==> config.mk <==
export PLATFORM = sky130hd
export DESIGN_NAME = fifo_rd_stream
export DESIGN_NICKNAME = d
export VERILOG_FILES = /design/src/rtl/fifo_rd_stream.sv
export SDC_FILE = /design/constraint.sdc
export NUM_CORES = 1
export LEC_CHECK = 0
export BUFFER_PORTS_ARGS = -buffer_cell sky130_fd_sc_hd__buf_4
export CAP_MARGIN = 10
export CORE_UTILIZATION = 40
export DETAILED_ROUTE_END_ITERATION = 12
export PLACE_DENSITY = 0.69
export SLEW_MARGIN = 10
export SYNTH_ARGS = -nofsm -noshare
export SYNTH_HDL_FRONTEND = slang
export SYNTH_SLANG_ARGS = --single-unit
==> constraint.sdc <==
create_clock -name clk_i -period 2.85 [get_ports clk_i]
set_input_delay 0.4275 -clock clk_i [delete_from_list [all_inputs] [get_ports clk_i]]
set_output_delay 0.4275 -clock clk_i [all_outputs]
set_load 0.05 [all_outputs]
==> src/rtl/fifo_rd_stream.sv <==
// fifo_rd_stream: drains a dual-clock FIFO read port into a valid/ready packet stream
module fifo_rd_stream #(
   parameter int WIDTH   = 8,
   parameter int PKT_LEN = 16
) (
   input  logic             clk_i,
   input  logic             rst_i,
   input  logic             clear_i,
   output logic             fifo_rd_en_o,
   input  logic [WIDTH-1:0] fifo_rd_data_i,
   input  logic             fifo_rd_empty_i,
   output logic             m_valid_o,
   input  logic             m_ready_i,
   output logic [WIDTH-1:0] m_data_o,
   output logic             m_last_o
);
   localparam int BW = PKT_LEN > 1 ? $clog2(PKT_LEN) : 1;
   localparam logic [BW-1:0] LAST_BEAT = BW'(PKT_LEN - 1);

   logic             pend_q, pend_d;
   logic [1:0]       occ_q, occ_d;
   logic             wptr_q, wptr_d;
   logic             rptr_q, rptr_d;
   logic [WIDTH-1:0] mem_q [2];
   logic [WIDTH-1:0] mem_d [2];
   logic [BW-1:0]    beat_q, beat_d;
   logic             pop;
   logic [2:0]       fill;

   assign m_valid_o    = ~rst_i & (occ_q != 2'd0);
   assign m_last_o     = m_valid_o & (beat_q == LAST_BEAT);
   assign m_data_o     = mem_q[rptr_q];
   assign pop          = m_valid_o & m_ready_i;
   assign fill         = {1'b0, occ_q} + {2'b0, pend_q} - {2'b0, pop};
   assign fifo_rd_en_o = ~rst_i & ~fifo_rd_empty_i & ~clear_i & (fill < 3'd2);

   // Next state: capture returned word, advance pointers and beat count; clear wins over everything
   always_comb begin
      pend_d = fifo_rd_en_o & ~fifo_rd_empty_i;
      occ_d  = occ_q + {1'b0, pend_q} - {1'b0, pop};
      wptr_d = wptr_q ^ pend_q;
      rptr_d = rptr_q ^ pop;
      beat_d = pop ? (m_last_o ? '0 : beat_q + BW'(1)) : beat_q;
      mem_d  = mem_q;
      if (pend_q) mem_d[wptr_q] = fifo_rd_data_i;
      if (clear_i) begin
         pend_d = 1'b0;
         occ_d  = 2'd0;
         wptr_d = 1'b0;
         rptr_d = 1'b0;
         beat_d = '0;
      end
   end

   // State registers; storage is zeroed so m_data_o reads 0 until the first capture
   always_ff @(posedge clk_i or posedge rst_i) begin
      if (rst_i) begin
         pend_q   <= 1'b0;
         occ_q    <= 2'd0;
         wptr_q   <= 1'b0;
         rptr_q   <= 1'b0;
         beat_q   <= '0;
         mem_q[0] <= '0;
         mem_q[1] <= '0;
      end else begin
         pend_q <= pend_d;
         occ_q  <= occ_d;
         wptr_q <= wptr_d;
         rptr_q <= rptr_d;
         beat_q <= beat_d;
         mem_q  <= mem_d;
      end
   end
endmodule

==> results of run 1 <==
cell usage after synthesis:
cell type / count / share of area (%)
clkbuf_1: 3 / 0.93
xnor2_1: 1 / 0.73
nor2_1: 6 / 1.9
o21bai_4: 1 / 1.6
nor2b_1: 1 / 0.52
a31o_2: 1 / 0.73
a311oi_1: 1 / 0.73
ha_1: 5 / 5.2
fa_1: 1 / 1.7
or4_1: 1 / 0.62
or3_2: 1 / 0.62
and4_1: 2 / 1.5
dfrtp_1: 25 / 52
inv_1: 8 / 2.5
nand2_1: 1 / 0.31
mux2_2: 24 / 22
a21oi_1: 3 / 1.2
buf_2: 1 / 0.41
nand4b_1: 1 / 0.73
nand3_1: 4 / 1.7
a31oi_1: 1 / 0.52
o21ai_0: 4 / 1.7
what timing repair did:
item | in CTS | in global routing
endpoints found under the setup margin | 1 | 1
buffers inserted | 2 | 0
pin swaps | 3 | 3
gates resized for setup | 3 | 2
layout make-up:
type / count / area, µm²
clock inverters: 1 / 5.00
multi-input cells: 59 / 546
flip-flops and latches: 25 / 627
repair buffers: 26 / 199
inverters: 8 / 30.0
well taps: 31 / 38.8
clock buffers: 3 / 22.5
fillers: 256 / 1340
report_power, final:
part	switching (mW)	internal (mW)	total [mW]
logic	0.349	0.252	0.601
registers	0.0625	0.467	0.530
clock network	0.107	0.0527	0.159
placed cells by master, fill, tap and decap left out:
cell type / count
a31oi_1: 1
o21bai_4: 1
nand3_1: 4
dfrtp_1: 24
nor2b_1: 1
nor2_2: 1
nor2_1: 5
clkbuf_4: 3
buf_6: 1
mux2_2: 24
or3_2: 1
clkinv_2: 1
a21oi_1: 3
inv_1: 8
a311oi_1: 1
and4_1: 2
o21ai_0: 4
nand4b_1: 1
or4_1: 1
nand2_1: 1
ha_1: 5
xnor2_2: 1
dfrtp_2: 1
buf_4: 25
fa_2: 1
a31o_2: 1
cells by family after synthesis:
kind of cell,share of synthesized area [%]
flops,51.9
compound gates,6.44
simple gates,7.79
xor+xnor,0.727
fa+ha+maj,6.85
mux,22.4
buf+inv,3.84
routing by layer:
metal,part of all wire (%),global-route usage [%],vias to the layer above
met2,49,26.2,19
met5,0,0,-
met3,2.9,2.07,7
met1,44,20.9,412
li1,-,-,386
met4,3.4,11.1,0
flip-flops by register name, indices dropped and copies added, names as in the netlist:
register and count:
mem_q 16, rptr_q 1, occ_q 2, pend_q 1, beat_q 4, wptr_q 1
worst reg2reg max path: stages, from the launching register on:
cell and delay [ns]:
dfrtp_2 0.46, o21bai_4 0.16, nor2_2 0.06, ha_1 0.27, inv_1 0.05, ha_1 0.13, inv_1 0.05, fa_2 0.34
xnor2_2 0.14, and4_1 0.19
worst paths after layout:
check	startpoint	end	cells after the start
min in group clk_i	fifo_rd_data_i[3]	mem_q[3]$_DFFE_PP0P_	2
max in group asynchronous	rst_i	occ_q[1]$_DFF_PP0_	3
min reg2reg	mem_q[10]$_DFFE_PP0P_	mem_q[10]$_DFFE_PP0P_	1
min	rst_i	mem_q[8]$_DFFE_PP0P_	3
max	occ_q[1]$_DFF_PP0_	fifo_rd_en_o	9
max reg2reg	occ_q[1]$_DFF_PP0_	pend_q$_DFF_PP0_	9
per-stage QoR:
stage                     hold slack, ns  setup WS [ns]  utilization [%]  cells  setup TNS [ns]
after floorplan                    0.466          0.221                -     96               0
after global placement             0.483          0.180             50.2    147               0
final                              0.174         0.0346             52.3    153               0
after CTS                          0.174        0.00593             52.0    153               0
after detailed placement           0.492         0.0970             50.2    147               0
after global routing               0.200        -0.0586             52.3    153         -0.0586
==> impl_metrics.toml, run 1 <==
[grt]
grt_pass1_vias = 911
grt_usage_pct = 16.5
grt_max_degree = 27
grt_antenna_before_repair = 0
grt_pass1_wl_mm = 4.08
grt-ovfl-total = 0

[detailed_routing]
dr_total_vias = 824
drc = 0
routed_wl_mm = 2.20
dr.pass1.iters = 4
vias_per_cell = 5.39
ant_nets = 0
drtIter0Drc = 15
wl_per_cell_um = 14.4

[power]
totalPowerFinal_mw = 1.29
power_density_mw_per_mm2 = 879
p_leak_nw = 0.692
ir_worst_vdd_uv = 453

[yosys]
ys_seq_area_share_pct = 51.9
ys_ff_latch = 25
avgSynthCellArea_um2 = 12.6
synth_fp_nets = 115
netlist_instances = 96
ys_warn_count = 0
synth_cell_types = 22
syn_area_mm2 = 0.00120

[die]
start_util_pct = 43.0
core_mm2 = 0.00281
die_area_mm2 = 0.00324
std_cell_rows = 19
fp.dieW_um = 56.9
die-height_um = 56.9
io_pins = 24

[cts]
htree_num_levels = 1
cts-hold-fix-buffers = 0
clk_latency_ns = 0.33
cts.path.max_buffers = 2
clkSinkCount = 25
numCtsBuffers = 3
clk_pin_slew_ns = 0.14
cts-root-buf = "clkbuf_4"
cts_tree = "built"

[critical_path]
cp-end-kind = "output port"
cpPeakStageDelay_ns = 0.53
criticalPathCategory = "reg2out"
critPathBufInv = 3
worstPathArrival_ns = 2.39
crit_chain = "o21bai_4 -> nor2_2 -> ha_1 -> inv_1 -> ha_1 -> inv_1 -> fa_2 -> and4_1 -> buf_6"
startpoint_type = "flip-flop"
worst-endpoint-required_ns = 2.42
critPathMaxFanout = 3
critical_path.top_delay_family = "adder cells"
cp_slowest_cell = "fa_2"
rrSetupSlack_ns = 0.91

[cells_and_area]
antenna_cells = 0
design_area_mm2 = 0.00147
layout-drive-gt1-share_pct = 50.0
nets = 142
area_growth_pct = 21.8

[run_status]
run_status = "complete, no violations"

[placement]
gp_congestion = 0.693
port-buffer-count = 23
hpwl_mm = 1.58
dpl_cell_area_mm2 = 0.00141

[timing]
max_freq_ghz = 0.355
slew_violations = 0
rsz0062_at_grt = "true"
period_share_pct = 98.8
slew_headroom_pct = 71.6
tightest_slew_ns = 0.426
skew_ns = 0.0122
setup_viol = 0
final_hold_viol_count = 0
finalCriticalPeriod_ns = 2.82

[hold_path]
min_path_type = "in2async"

[job]
max_cap_violations = 0
Power figures use the tool's default switching activity.
==> run 2: changes to the inputs <==
- BUFFER_PORTS_ARGS: -buffer_cell sky130_fd_sc_hd__buf_4 -> -buffer_cell sky130_fd_sc_hd__buf_2
==> impl_metrics.toml, run 2 (synthesis results as in run 1) <==
[power]
power_density_mw_per_mm2 = 878
p_leak_nw = 0.676
ir_worst_vdd_uv = 457

[timing]
slew_headroom_pct = 72.5
max_freq_ghz = 0.356
final_hold_viol_count = 0
skew_ns = 0.00733
finalCriticalPeriod_ns = 2.81
period_share_pct = 98.6
slew_violations = 0
setup_viol = 0
worst_slack_ns = 0.0407
tightest_slew_ns = 0.413
rsz0062_at_grt = "true"

[die]
die_area_mm2 = 0.00324
io_pins = 24
start_util_pct = 43.0
core_mm2 = 0.00281
fp.dieW_um = 56.9
std_cell_rows = 19
die-height_um = 56.9

[grt]
grt_antenna_before_repair = 0
grt_pass1_wl_mm = 3.96
grt_pass1_vias = 898
grt-ovfl-total = 0
grt_max_degree = 27
grt_usage_pct = 15.8

[cells_and_area]
reg.largest.list = "mem_q: 16 flops, beat_q: 4 flops, occ_q: 2 flops"
stdcell_count = 154
nets = 143
final_util_pct = 50.3
layout_common_cells = "mux2_2 (24), dfrtp_1 (24), buf_2 (22), inv_1 (8)"
regMostFlops = "mem_q"
antenna_cells = 0
fillCellCount = 257
layout-drive-gt1-share_pct = 48.8
largest_register_ffs = 16
area_growth_pct = 17.1

[detailed_routing]
drc = 0
routed_wl_mm = 2.17
dr.pass1.iters = 3
wl_met1_um = 935
dr_total_vias = 807
ant_nets = 0
wl_per_cell_um = 14.1
routed-wl-met3_um = 41
vias_per_cell = 5.24
route.met2.wl_mm = 1.14
drtIter0Drc = 3
dr.max_layer_used = "met4"

[critical_path]
cpPeakStageDelay_ns = 0.53
rrSetupSlack_ns = 0.92
worst-endpoint-required_ns = 2.42
worstPathArrival_ns = 2.38
critPathMaxFanout = 3
startpoint_type = "flip-flop"
critical_path.top_delay_family = "adder cells"
critPathBufInv = 3
cp_slowest_cell = "fa_2"
criticalPathCategory = "reg2out"
cp-end-kind = "output port"
crit_chain = "o21bai_4 -> nor2_2 -> ha_1 -> inv_1 -> ha_1 -> inv_1 -> fa_2 -> and4_1 -> buf_6"

[hold_path]
min_path_type = "in2async"

[cts]
clk_pin_slew_ns = 0.13
cts-root-buf = "clkbuf_4"
cts-hold-fix-buffers = 0
cts.path.max_buffers = 2
htree_num_levels = 1
clk_latency_ns = 0.31
clkSinkCount = 25
numCtsBuffers = 3
cts_tree = "built"

[job]
max_cap_violations = 0

[placement]
gp_congestion = 0.701
port-buffer-count = 23
pre_cts_slack_ns = 0.0449
dp_cells = 147
hpwl_mm = 1.60

[run_status]
run_status = "complete, no violations"
-- run 2: path summary, 6_finish.rpt --
path,startpoint,end,cells after the start
hold reg to reg,mem_q[7]$_DFFE_PP0P_,mem_q[7]$_DFFE_PP0P_,1
min in group clk_i,fifo_rd_data_i[1],mem_q[1]$_DFFE_PP0P_,2
setup reg to reg,occ_q[1]$_DFF_PP0_,pend_q$_DFF_PP0_,8
setup / recovery,occ_q[1]$_DFF_PP0_,fifo_rd_en_o,9
hold / removal,rst_i,occ_q[1]$_DFF_PP0_,3
max in group asynchronous,rst_i,occ_q[1]$_DFF_PP0_,3
-- run 2: tightest hold or removal path: cells and delay by family --
family   cells  cell delay, ns
buf+inv      3            0.47
-- run 2: metrics by stage --
| step | hold slack, ns | instance area [µm²] | TNS [ns] | total power, mW |
|---|---|---|---|---|
| 2_1_floorplan | 0.466 | 1200 | 0 | 0.973 |
| 3_3_place_gp | 0.484 | 1350 | 0 | 1.06 |
| 3_5_place_dp | 0.496 | 1350 | 0 | 1.09 |
| 4_1_cts | 0.174 | 1400 | 0 | 1.26 |
| 5_1_grt | 0.203 | 1410 | -0.0592 | 1.32 |
| 6_report | 0.171 | 1410 | 0 | 1.24 |
-- run 2: final cells by class --
| type | count | area (µm²) | area share, % |
|---|---|---|---|
| clock buffer | 4 | 26.3 | 1.86 |
| inverter | 8 | 30.0 | 2.13 |
| multi-input combinational | 59 | 538 | 38.1 |
| sequential | 25 | 627 | 44.4 |
| tap | 31 | 38.8 | 2.75 |
| timing repair buffer | 27 | 151 | 10.7 |
-- run 2: layer usage --
layer  vias to the layer above  GRT usage (%)
li1                        391              -
met1                       401           19.4
met2                        11           27.7
met3                         4           1.61
met4                         0           7.32
met5                         -              0
-- run 2: repair_timing --
item,CTS,global route
pin swaps,3,1
endpoints found under the setup margin,1,1
setup buffers,2,1
resized for setup,4,1
-- run 2: report_power, final --
group | switching, mW | internal (mW)
clock | 0.0983 | 0.0547
sequential | 0.0615 | 0.468
combinational | 0.347 | 0.210
